File: src/rtl/mem_stage_pkg.sv
// Shared MEM-stage types: FSM states, write-back select codes
// and the MEM/WB bundle.
package mem_stage_pkg;

  localparam int DATA_W = 32;
  localparam int REG_W  = 5;

  typedef enum logic {
    S_IDLE = 1'b0,
    S_WAIT = 1'b1
  } state_e;

  localparam logic [1:0] MEMTOREG_ALU  = 2'b00;
  localparam logic [1:0] MEMTOREG_LOAD = 2'b01;
  localparam logic [1:0] MEMTOREG_LINK = 2'b10;
  localparam logic [1:0] MEMTOREG_RSVD = 2'b11;

  typedef struct packed {
    logic [DATA_W-1:0] data;
    logic [REG_W-1:0]  rd;
    logic              regwrite;
  } mem_wb_t;

  function automatic logic [DATA_W-1:0] wb_select(
    input logic [1:0]        sel,
    input logic [DATA_W-1:0] alu,
    input logic [DATA_W-1:0] load
  );
    logic [DATA_W-1:0] res;
    res = '0;
    unique case (sel)
      MEMTOREG_ALU:  res = alu;
      MEMTOREG_LOAD: res = load;
      MEMTOREG_LINK: res = alu;
      MEMTOREG_RSVD: res = '0;
      default:       res = '0;
    endcase
    return res;
  endfunction

endpackage

File: src/rtl/mem_access_stage_if.sv
// Data-memory req/ack port; the stage is master,
// the memory is slave.
interface mem_access_stage_if;
  import mem_stage_pkg::*;

  logic              dmem_req;
  logic              dmem_we;
  logic [DATA_W-1:0] dmem_addr;
  logic [DATA_W-1:0] dmem_wdata;
  logic              dmem_ack;
  logic [DATA_W-1:0] dmem_rdata;

  modport master (
    output dmem_req,
    output dmem_we,
    output dmem_addr,
    output dmem_wdata,
    input  dmem_ack,
    input  dmem_rdata
  );

  modport slave (
    input  dmem_req,
    input  dmem_we,
    input  dmem_addr,
    input  dmem_wdata,
    output dmem_ack,
    output dmem_rdata
  );

endinterface

File: src/rtl/mem_wb_reg.sv
// MEM/WB pipeline register; loads a bubble while
// the stage is stalled.
module mem_wb_reg
  import mem_stage_pkg::*;
(
  input  logic    clk,
  input  logic    rst,
  input  logic    stall,
  input  mem_wb_t d,
  output mem_wb_t q
);

  always_ff @(posedge clk or negedge rst) begin
    if (!rst) begin
      q <= '0;
    end else if (stall) begin
      q <= '0;
    end else begin
      q <= d;
    end
  end

endmodule

File: src/rtl/mem_access_stage.sv
// MEM stage: req/ack data-memory access with timeout abort and
// folded MEM/WB register. Optional MEM_ALIGN_CHECK_EN.
module mem_access_stage
  import mem_stage_pkg::*;
#(
  parameter int TIMEOUT_CYCLES = 16,
  parameter int CNT_W          = 5
) (
  input  logic              clk,
  input  logic              rst,
  input  logic [DATA_W-1:0] alu_res_in,
  input  logic [DATA_W-1:0] wdata_in,
  input  logic [REG_W-1:0]  rd_in,
  input  logic [1:0]        memtoreg_in,
  input  logic              memread_in,
  input  logic              memwrite_in,
  input  logic              regwrite_in,
  mem_access_stage_if.master dmem,
  output logic              stall,
  output logic              bus_err,
`ifdef MEM_ALIGN_CHECK_EN
  output logic              misalign_err,
`endif
  output logic [DATA_W-1:0] wb_data,
  output logic [REG_W-1:0]  wb_rd,
  output logic              wb_regwrite
);

  localparam logic [CNT_W-1:0] CNT_LAST =
    CNT_W'(TIMEOUT_CYCLES - 1);

  state_e           state;
  logic [CNT_W-1:0] cnt;

  logic mem_op;
  logic misalign;
  logic access;
  logic in_wait;
  logic timeout_now;
  logic ack;

  mem_wb_t wb_next;
  mem_wb_t wb_q;

  assign ack    = dmem.dmem_ack;
  assign mem_op = memread_in | memwrite_in;

`ifdef MEM_ALIGN_CHECK_EN
  assign misalign = mem_op & (alu_res_in[1:0] != 2'b00);
`else
  assign misalign = 1'b0;
`endif

  assign access  = mem_op & ~misalign;
  assign in_wait = (state == S_WAIT);

  assign timeout_now = in_wait & ~ack & (cnt == CNT_LAST);

  // Gated by rst so an in-flight request drops at once.
  assign dmem.dmem_req   = rst & ((~in_wait & access) | in_wait);
  assign dmem.dmem_we    = rst & memwrite_in;
  assign dmem.dmem_addr  = alu_res_in;
  assign dmem.dmem_wdata = wdata_in;

  assign stall = rst & access & ~ack & ~timeout_now;

  always_ff @(posedge clk or negedge rst) begin
    if (!rst) begin
      state   <= S_IDLE;
      cnt     <= '0;
      bus_err <= 1'b0;
`ifdef MEM_ALIGN_CHECK_EN
      misalign_err <= 1'b0;
`endif
    end else begin
      bus_err <= timeout_now;
`ifdef MEM_ALIGN_CHECK_EN
      misalign_err <= misalign;
`endif
      unique case (state)
        S_IDLE: begin
          if (access && !ack) begin
            state <= S_WAIT;
            cnt   <= CNT_W'(1);
          end
        end
        S_WAIT: begin
          if (ack || timeout_now) begin
            state <= S_IDLE;
            cnt   <= '0;
          end else begin
            cnt <= cnt + CNT_W'(1);
          end
        end
        default: begin
          state <= S_IDLE;
          cnt   <= '0;
        end
      endcase
    end
  end

  // Load data only exists in the ack cycle; a timed-out load writes 0.
  always_comb begin
    wb_next          = '0;
    wb_next.rd       = rd_in;
    wb_next.data     = wb_select(memtoreg_in, alu_res_in,
                         ack ? dmem.dmem_rdata : '0);
    wb_next.regwrite = regwrite_in
                     & ~(timeout_now & memread_in)
                     & ~misalign;
  end

  mem_wb_reg u_mem_wb_reg (
    .clk   (clk),
    .rst   (rst),
    .stall (stall),
    .d     (wb_next),
    .q     (wb_q)
  );

  assign wb_data     = wb_q.data;
  assign wb_rd       = wb_q.rd;
  assign wb_regwrite = wb_q.regwrite;

endmodule

File: src/flat_wrapper.sv
// flat-port wrapper written by rule: the top's interface ports become plain ports
module mem_access_stage_flat import mem_stage_pkg::*;
#(
  parameter int TIMEOUT_CYCLES = 16,
  parameter int CNT_W          = 5
)
  (clk, rst, alu_res_in, wdata_in, rd_in, memtoreg_in, memread_in, memwrite_in, regwrite_in, stall, bus_err, wb_data, wb_rd, wb_regwrite, dmem_dmem_req, dmem_dmem_we, dmem_dmem_addr, dmem_dmem_wdata, dmem_dmem_ack, dmem_dmem_rdata);
  mem_access_stage_if dmem_i ();
  input  logic clk;
  input  logic rst;
  input  logic [DATA_W-1:0] alu_res_in;
  input  logic [DATA_W-1:0] wdata_in;
  input  logic [REG_W-1:0] rd_in;
  input  logic [1:0] memtoreg_in;
  input  logic memread_in;
  input  logic memwrite_in;
  input  logic regwrite_in;
  output logic stall;
  output logic bus_err;
  output logic [DATA_W-1:0] wb_data;
  output logic [REG_W-1:0] wb_rd;
  output logic wb_regwrite;
  output wire logic [$bits(dmem_i.dmem_req)-1:0] dmem_dmem_req;
  output wire logic [$bits(dmem_i.dmem_we)-1:0] dmem_dmem_we;
  output wire logic [$bits(dmem_i.dmem_addr)-1:0] dmem_dmem_addr;
  output wire logic [$bits(dmem_i.dmem_wdata)-1:0] dmem_dmem_wdata;
  input wire logic [$bits(dmem_i.dmem_ack)-1:0] dmem_dmem_ack;
  input wire logic [$bits(dmem_i.dmem_rdata)-1:0] dmem_dmem_rdata;
  assign dmem_dmem_req = dmem_i.dmem_req;
  assign dmem_dmem_we = dmem_i.dmem_we;
  assign dmem_dmem_addr = dmem_i.dmem_addr;
  assign dmem_dmem_wdata = dmem_i.dmem_wdata;
  assign dmem_i.dmem_ack = dmem_dmem_ack;
  assign dmem_i.dmem_rdata = dmem_dmem_rdata;
  mem_access_stage #(.TIMEOUT_CYCLES(TIMEOUT_CYCLES), .CNT_W(CNT_W)) u_core (.clk(clk), .rst(rst), .alu_res_in(alu_res_in), .wdata_in(wdata_in), .rd_in(rd_in), .memtoreg_in(memtoreg_in), .memread_in(memread_in), .memwrite_in(memwrite_in), .regwrite_in(regwrite_in), .dmem(dmem_i), .stall(stall), .bus_err(bus_err), .wb_data(wb_data), .wb_rd(wb_rd), .wb_regwrite(wb_regwrite));
endmodule
File: config.mk
export PLATFORM = sky130hd
export DESIGN_NAME = mem_access_stage_flat
export DESIGN_NICKNAME = d
export VERILOG_FILES = /design/src/rtl/mem_stage_pkg.sv /design/src/rtl/mem_access_stage_if.sv /design/src/rtl/mem_wb_reg.sv /design/src/rtl/mem_access_stage.sv /design/src/flat_wrapper.sv
export SDC_FILE = /design/constraint.sdc
export NUM_CORES = 1
export LEC_CHECK = 0
export CAP_MARGIN = 20
export CORE_ASPECT_RATIO = 1.25
export CORE_UTILIZATION = 36
export CTS_CLUSTER_SIZE = 28
export DETAILED_ROUTE_END_ITERATION = 10
export HOLD_SLACK_MARGIN = 0.08
export PLACE_DENSITY = 0.92
export SYNTH_ARGS = -nofsm -noshare
export SYNTH_HDL_FRONTEND = slang
export SYNTH_HIERARCHICAL = 1
export SYNTH_SLANG_ARGS = --single-unit
export TNS_END_PERCENT = 20
File: constraint.sdc
create_clock -name clk -period 4.6 [get_ports clk]
set_clock_uncertainty 0.15 [all_clocks]
set_input_delay 0.92 -clock clk [delete_from_list [all_inputs] [get_ports clk]]
set_output_delay 0.92 -clock clk [all_outputs]
set_load 0.05 [all_outputs]
==> results of run 1 <==
[metrics by stage]
step | hold WS, ps | cells | util [%] | total power [mW]
CTS | 384.2 | 459 | 54.24 | 1.095
detailed placement | 364.0 | 451 | 52.98 | 0.8497
global route | 431.5 | 459 | 54.24 | 1.136
finish | 391.2 | 459 | 54.24 | 1.082
global placement | 352.5 | 451 | 52.98 | 0.8402
floorplan | 332.2 | 283 | - | 0.7773
[area by class of cell]
class,count,area [um^2]
multi-input cells,128,873.3
well taps,90,112.6
clock inverters,3,21.27
clock buffers,5,68.82
repair buffers,154,1524
inverters,34,127.6
fillers,622,3251
flip-flops and latches,45,1126
[routing by layer]
metal | wire (um) | vias up | global-route usage [%]
li1 | - | 972 | -
met1 | 2187 | 938 | 16.32
met2 | 3671 | 118 | 32.74
met3 | 834 | 17 | 7.130
met4 | 195 | 0 | 7.413
met5 | 0 | - | 0
[cell families (layout without fill, tap and decap cells)]
kind of cell	after synthesis	count (layout)	synth area share [%]
buffers and inverters	110	196	26.10
AND/OR/NAND/NOR	83	83	22.12
flip-flops	45	45	41.65
AO/OA/AOI/OAI	42	42	8.885
adder cells (fa/ha/maj)	2	2	0.9253
XOR/XNOR	1	1	0.3240
[state kept, by name, summed over array words and instances, names as in the netlist]
signal	flops
u_core/u_mem_wb_reg/q	38
u_core/in_wait	1
u_core/bus_err	1
u_core/cnt	5
[worst paths after layout]
kind	to	slack, ps
setup / recovery	dmem_dmem_req	1150
hold / removal	u_core/cnt[1]	390
setup reg to reg	u_core/u_mem_wb_reg/q[35]	2140
hold reg to reg	u_core/cnt[1]	390
max in group asynchronous	u_core/u_mem_wb_reg/q[35]	3150
min in group asynchronous	u_core/cnt[0]	430
[power groups by stage]
| stage | registers (mW) | clock network, mW | logic (mW) |
|---|---|---|---|
| 3_5_place_dp | 0.453 | 0 | 0.397 |
| 3_3_place_gp | 0.451 | 0 | 0.389 |
| 2_1_floorplan | 0.531 | 0 | 0.246 |
| 5_1_grt | 0.448 | 0.270 | 0.418 |
| 6_report | 0.445 | 0.242 | 0.395 |
| 4_1_cts | 0.445 | 0.252 | 0.398 |
[cells in the final DEF (no fill, tap or decap), drive strengths merged, types with 2 or more instances in the layout]
cell           netlist  layout
buf                 72       6
dfrtp               45      45
ha                   2       2
o2bb2ai              2       2
o21ai               32      32
inv                 34      35
clkdlybuf4s50        0     148
nor2b               32      32
nand2               33      33
clkbuf               4       5
and3                 2       2
nor2                 3       3
and2b                6       6
==> summary.txt, run 1 <==
Die area = 0.007864 mm^2
Core Area = 0.007104 mm^2
Row cnt = 34
H-tree levels = 2
Worst hold stages = 1
Pin count of the biggest net entering global routing = 39
Share of layout cells above drive strength 1 = 10.57%
Hold_buf cts = 0
Synth cell count leaders = 64 x buf_4, 45 x dfrtp_1, 34 x inv_1
Die height = 98.90 um
Max Clk Rate = 0.2896 GHz
Reg2Reg Launch Point = u_core/cnt[0]
ANT cells = 0
Flop pwr share = 41.1%
WP data required = 3530 ps
Vias in the first global route = 2057
Slew margin rel. = 52.44%
Arrival time at the worst endpoint = 2380 ps
#FFs+latches synth = 45
Initial DRC count = 67
HPWL after DPL = 5494 um
Area growth syn-to-layout = 42.53%
Top_reg_cell synth = dfrtp_1
Fin worst setup slack = 1147 ps
Crit path top cell by count = clkdlybuf4s50_1
VDD IR-drop max = 184.8 uV
Largest area contributor in the netlist = dfrtp_1
Starting density of the core = 38.06%
Fin. Hold Viols = 0
Net count, final = 479
Min Tclk post-route = 3453 ps
Final ANT Viol Nets = 0
Clock latency on the worst-skew pair = 290 ps
Wire per inst = 15.01 um
Slowest CP cell = clkdlybuf4s50_1
Setup TNS = 0 ps
Yosys top cell area share = 41.65%
Buffers on Ports = 150
P_int = 0.7028 mW
Count leader, synth = buf_4
YS warnings = 6
Net Switching = 0.3789 mW
Synth unique cells = 32
CP Capture Type = output pin
RSZ-0062 raised after global routing = no
Status = finished clean
Pwr per Cell Area = 280.7 mW/mm^2
Clock buffer count from CTS = 5
Grt ovf = 0
Final instance area = 0.003854 mm^2
Synthesized area per cell = 9.554 um^2
Max-cap viol count = 0
CP Launch Point = memwrite_in
Die width = 79.52 um
Delay of the slowest cell on the worst path = 690 ps
Mapped Cells = 283
CTS root buffer = clkbuf_8
Global Route Usage Sum = 17.52%
Final Max Slew Viols = 0
Crit path max fanout = 3
Clock share of power = 22.3%
Boundary Pins = 215
Syn nets = 394
Leakage = 1.739 nW
Mapped cell area = 0.002704 mm^2
Routed wire length = 6889 um
Clk buf depth = 2
CTS tree = built
First-pass GRT wire length = 10250 um
Synth top area cells = dfrtp_1 42%, buf_4 18%, nor2b_4 10%
Post-DR vias/cell = 4.455
Total setup buffers inserted after CTS = 0
Initial antenna violation count = 0
Kind of critical path = in2out
Clk slew on worst S/H paths = 90 ps
Crit path depth = 3
Crit path buf inv count = 2
# clock sinks = 45
Placed Area = 0.003764 mm^2
DR vias = 2045
Count of flip-flops with a built-in enable after synthesis = 0
Min-Delay Path Class = reg2reg
Critical-path cell list = clkdlybuf4s50_1 -> o31a_2 -> clkdlybuf4s50_1
FF-to-FF path depth = 7
Seq/Total Area, Yosys = 41.65%
Hold Path Origin = u_core/cnt[1]
DRC = 0
DRT Pass-1 Iters = 4
Gate power share = 36.6%
Async S/R FF share, synth = 100.0%
Worst-margin pin slew = 713.3 ps
Crit share post-route = 75.06%
Gpl congestion = 0.7701
Startpoint types = input port
Critical path's top delay family = buffers and inverters
Sw Ratio = 35.03%
Cts repair resizes = 0
Final setup vio count = 0
Setup WS pre-CTS = 1142 ps
Power figures use the tool's default switching activity.
==> run 2: changes to the inputs <==
--- a/config.mk
+++ b/config.mk
@@ -7,11 +7,11 @@
 export LEC_CHECK = 0
 export CAP_MARGIN = 20
 export CORE_ASPECT_RATIO = 1.25
-export CORE_UTILIZATION = 36
+export CORE_UTILIZATION = 30
 export CTS_CLUSTER_SIZE = 28
 export DETAILED_ROUTE_END_ITERATION = 10
 export HOLD_SLACK_MARGIN = 0.08
-export PLACE_DENSITY = 0.92
+export PLACE_DENSITY = 0.82
 export SYNTH_ARGS = -nofsm -noshare
 export SYNTH_HDL_FRONTEND = slang
 export SYNTH_HIERARCHICAL = 1
==> constraint.sdc (replaced) <==
create_clock -name clk -period 2.82 [get_ports clk]
set_clock_uncertainty 0.15 [all_clocks]
set_input_delay 0.564 -clock clk [delete_from_list [all_inputs] [get_ports clk]]
set_output_delay 0.564 -clock clk [all_outputs]
set_load 0.05 [all_outputs]
==> summary.txt, run 2 (synthesis results as in run 1) <==
Status = finished clean
Grt ovf = 0
Startpoint types = register
ANT cells = 0
VDD IR-drop max = 315.8 uV
Share of layout cells above drive strength 1 = 19.95%
Die height = 108.1 um
Clock share of power = 30.2%
First-pass GRT wire length = 10120 um
Clk buf depth = 2
Biggest register = u_core/u_mem_wb_reg/q
Die area = 0.009399 mm^2
Final instance area = 0.003921 mm^2
Initial antenna violation count = 0
Max Clk Rate = 0.3897 GHz
Fin. Hold Viols = 0
CTS tree = built
Leading registers by flop count = u_core/u_mem_wb_reg/q x38, u_core/cnt x5
Arrival time at the worst endpoint = 1850 ps
Post-DR vias/cell = 4.202
Crit share post-route = 91.01%
Filler Cells Inserted = 830
Gate power share = 33.0%
Wire per inst = 13.61 um
Hold WS = 386.4 ps
Core Area = 0.008701 mm^2
Sw Ratio = 32.37%
Leading cell type in the layout, fill and taps excluded = clkdlybuf4s50_1
P_int = 1.328 mW
Row cnt = 38
Routed wire length = 6682 um
Die width = 86.92 um
Number of flip-flops in the largest register = 38
Fin worst setup slack = 253.6 ps
Placed Area = 0.003774 mm^2
Clk slew on worst S/H paths = 90 ps
Flop pwr share = 36.9%
CP Capture Type = output pin
Gpl congestion = 0.7847
Kind of critical path = reg2out
Setup WS pre-CTS = 320.0 ps
Net Switching = 0.6356 mW
Pin count of the biggest net entering global routing = 39
Min-Delay Path Class = reg2reg
Pwr per Cell Area = 500.7 mW/mm^2
Post-route insts no fill = 491
Global Route Usage Sum = 14.32%
H-tree levels = 2
Clock latency on the worst-skew pair = 290 ps
DR vias = 2063
# clock sinks = 45
Placed Cells incl. Taps = 482
Vias in the first global route = 2068
Setup TNS = 0 ps
HPWL after DPL = 5055 um
Final Max Slew Viols = 0
Worst-margin pin slew = 543.7 ps
Boundary Pins = 215
Initial DRC count = 31
Final setup vio count = 0
Buffers on Ports = 150
WP data required = 2110 ps
Net count, final = 481
Crit path max fanout = 4
Area growth syn-to-layout = 45.03%
Max-cap viol count = 0
Most frequent cells in the layout = 114 x clkdlybuf4s50_1, 45 x dfrtp_1, 36 x buf_4, 34 x inv_1, 33 x nand2_1
Leakage = 1.818 nW
Clock buffer count from CTS = 5
Starting density of the core = 31.08%
Final ANT Viol Nets = 0
DRT Pass-1 Iters = 3
RSZ-0062 raised after global routing = no
Slew margin rel. = 63.64%
DRC = 0
CTS root buffer = clkbuf_8
Min Tclk post-route = 2566 ps
==> run 2: changes by cell type in the layout (fill, tap and decap cells not counted) <==
cell             change
buf_12               +4
buf_4               +31
bufinv_16            +2
clkdlybuf4s50_1     -34
clkinv_2             -1
clkinvlp_4           -1
dlygate4sd3_1        +1
==> run 2: critical path: stages (launching register included) <==
cell,delay (ps)
dfrtp_1,420
ha_1,240
and3_1,190
ha_1,220
nand2_1,100
and3_2,250
buf_12,150
==> run 2: final timing paths <==
path	startpoint	end	slack, ps	cells after the start
setup / recovery	u_core/cnt[0]	stall	250	6
hold / removal	u_core/cnt[1]	u_core/cnt[1]	390	1
setup reg to reg	u_core/cnt[0]	u_core/u_mem_wb_reg/q[4]	600	7
hold reg to reg	u_core/cnt[1]	u_core/cnt[1]	390	1
max in group asynchronous	rst	u_core/u_mem_wb_reg/q[7]	1470	3
min in group asynchronous	rst	u_core/cnt[2]	500	2
==> run 2: power groups by stage <==
stage | Combinational, mW | Clock [mW] | Sequential, mW
2_1_floorplan | 0.402 | 0 | 0.866
3_3_place_gp | 0.641 | 0 | 0.734
3_5_place_dp | 0.651 | 0 | 0.738
4_1_cts | 0.654 | 0.618 | 0.724
5_1_grt | 0.683 | 0.645 | 0.731
6_report | 0.647 | 0.592 | 0.724
==> run 2: metal layers <==
layer / track usage [%] / share of wire (%) / vias to the layer above
li1: - / - / 979
met1: 13.92 / 35 / 966
met2: 28.07 / 55 / 94
met3: 2.977 / 7.1 / 24
met4: 6.905 / 3.1 / 0
met5: 0 / 0 / -
==> run 2: layout make-up <==
class | instances | area (um^2) | share of cell area (%)
Sequential cell | 45 | 1126 | 28.72
Clock inverter | 3 | 68.82 | 1.755
Timing Repair Buffer | 156 | 1506 | 38.42
Inverter | 34 | 127.6 | 3.255
Multi-Input combinational cell | 128 | 873.3 | 22.27
Tap cell | 120 | 150.1 | 3.829
Clock buffer | 5 | 68.82 | 1.755
==> run 2: timing repair <==
item                      in CTS  in global routing
setup buffers                  0                  0
resized for setup              0                  0
hold buffers                   1                  0
hold endpoints to repair       6                  0
==> run 2: per-stage QoR <==
step	utilization, %	power (mW)
CTS	45.07	1.996
floorplan	-	1.268
global route	45.07	2.059
detailed placement	43.37	1.389
finish	45.07	1.963
global placement	43.37	1.375
==> run 3: changes to the inputs <==
--- a/config.mk
+++ b/config.mk
@@ -11,7 +11,7 @@
 export CTS_CLUSTER_SIZE = 28
 export DETAILED_ROUTE_END_ITERATION = 10
 export HOLD_SLACK_MARGIN = 0.08
-export PLACE_DENSITY = 0.82
+export PLACE_DENSITY = 0.89
 export SYNTH_ARGS = -nofsm -noshare
 export SYNTH_HDL_FRONTEND = slang
 export SYNTH_HIERARCHICAL = 1
==> summary.txt, run 3 (synthesis results as in run 1) <==
Buffers on Ports = 150
Setup WS pre-CTS = 335.5 ps
Slew margin rel. = 62.79%
Crit path buf inv count = 1
Die height = 108.1 um
Status = finished clean
Die width = 86.92 um
CP Capture Type = output pin
Clock latency on the worst-skew pair = 290 ps
Crit path top cell by count = ha_1
Arrival time at the worst endpoint = 1830 ps
Leading cell type in the layout, fill and taps excluded = clkdlybuf4s50_1
Row cnt = 38
Leading registers by flop count = u_core/u_mem_wb_reg/q x38, u_core/cnt x5
Max-cap viol count = 0
Pin count of the biggest net entering global routing = 39
Initial antenna violation count = 0
First-pass GRT wire length = 10080 um
Fin util = 44.75%
Area growth syn-to-layout = 44.01%
Crit share post-route = 90.30%
Routed wire length = 6808 um
Core Area = 0.008701 mm^2
Startpoint types = register
VDD IR-drop max = 344.2 uV
Placed Cells incl. Taps = 482
RSZ-0062 raised after global routing = no
H-tree levels = 2
Starting density of the core = 31.08%
Final instance area = 0.003894 mm^2
ANT cells = 0
Delay of the slowest cell on the worst path = 420 ps
Fin worst setup slack = 273.5 ps
DRC = 0
Die area = 0.009399 mm^2
Min Tclk post-route = 2546 ps
Fin. Hold Viols = 0
Final ANT Viol Nets = 0
DRT Pass-1 Iters = 3
Crit path max fanout = 4
Hold_buf cts = 0
Wire per inst = 13.89 um
Clk buf depth = 2
Critical-path cell list = ha_1 -> and3_1 -> ha_1 -> nand2_1 -> and3_2 -> buf_12
Post-route insts no fill = 490
Critical path's top delay family = simple AND/OR/NAND/NOR gates
Boundary Pins = 215
Setup TNS = 0 ps
Kind of critical path = reg2out
HPWL after DPL = 5281 um
Overall power = 1.895 mW
Min-Delay Path Class = in2async
Post-DR vias/cell = 4.165
Final Max Slew Viols = 0
Cts repair resizes = 0
Leakage = 1.803 nW
Net count, final = 480
Total setup buffers inserted after CTS = 0
Hold WS = 124.5 ps
Placed Area = 0.003774 mm^2
# clock sinks = 45
Grt ovf = 0
Number of flip-flops in the largest register = 38
Global Route Usage Sum = 14.39%
Clock buffer count from CTS = 5
DR vias = 2041
Gpl congestion = 0.7766
Max Clk Rate = 0.3927 GHz
Share of layout cells above drive strength 1 = 20.00%
Most frequent cells in the layout = 114 x clkdlybuf4s50_1, 45 x dfrtp_1, 36 x buf_4, 34 x inv_1, 33 x nand2_1
Slowest CP cell = dfrtp_1
Pwr per Cell Area = 486.6 mW/mm^2
Final setup vio count = 0
Vias in the first global route = 2050
Worst-margin pin slew = 556.4 ps
CTS tree = built
Biggest register = u_core/u_mem_wb_reg/q
WP data required = 2110 ps
Initial DRC count = 37
CTS root buffer = clkbuf_8
Clk slew on worst S/H paths = 90 ps
[run 3: cell count changes in the layout (fill, tap and decap cells not counted), sizes merged]
cell | before | now
clkinvlp | 0 | 1
bufinv | 2 | 1
dlygate4sd3 | 1 | 0
clkbuf | 5 | 6
inv | 35 | 34
[run 3: power breakdown]
| group | internal (mW) | leakage [nW] | switching, mW |
|---|---|---|---|
| Sequential | 0.696 | 0.579 | 0.0291 |
| Combinational | 0.275 | 1.17 | 0.376 |
| Clock | 0.288 | 0.0574 | 0.230 |
[run 3: cell type report]
| class | instances | area (um^2) |
|---|---|---|
| timing repair buffer | 155 | 1496 |
| tap | 120 | 150.1 |
| inverter | 34 | 127.6 |
| clock buffer | 6 | 82.58 |
| clock inverter | 2 | 37.54 |
| sequential | 45 | 1126 |
| fill | 802 | 4807 |
| multi-input combinational | 128 | 873.3 |
[run 3: final timing paths]
path / from / endpoint / slack [ps] / cells after the start
min in group clk: u_core/cnt[1] / u_core/cnt[1] / 400 / 1
worst max register to register: u_core/cnt[0] / u_core/u_mem_wb_reg/q[2] / 620 / 7
worst max-delay path: u_core/cnt[0] / stall / 270 / 6
max in group asynchronous: rst / u_core/u_mem_wb_reg/q[7] / 2090 / 2
worst min register to register: u_core/cnt[1] / u_core/cnt[1] / 400 / 1
worst min-delay path: rst / u_core/u_mem_wb_reg/q[2] / 120 / 2
[run 3: worst reg2reg max path, delay by kind of cell, from the launching register on]
family | cells | cell delay [ps]
simple gates | 4 | 760
fa+ha+maj | 2 | 450
flops | 1 | 420
buf+inv | 1 | 310
[run 3: metal layers]
metal / share of wire, % / global-route usage [%]
met1: 37 / 14.84
met2: 53 / 26.94
met4: 3.0 / 6.667
met3: 6.6 / 3.511
met5: 0 / 0
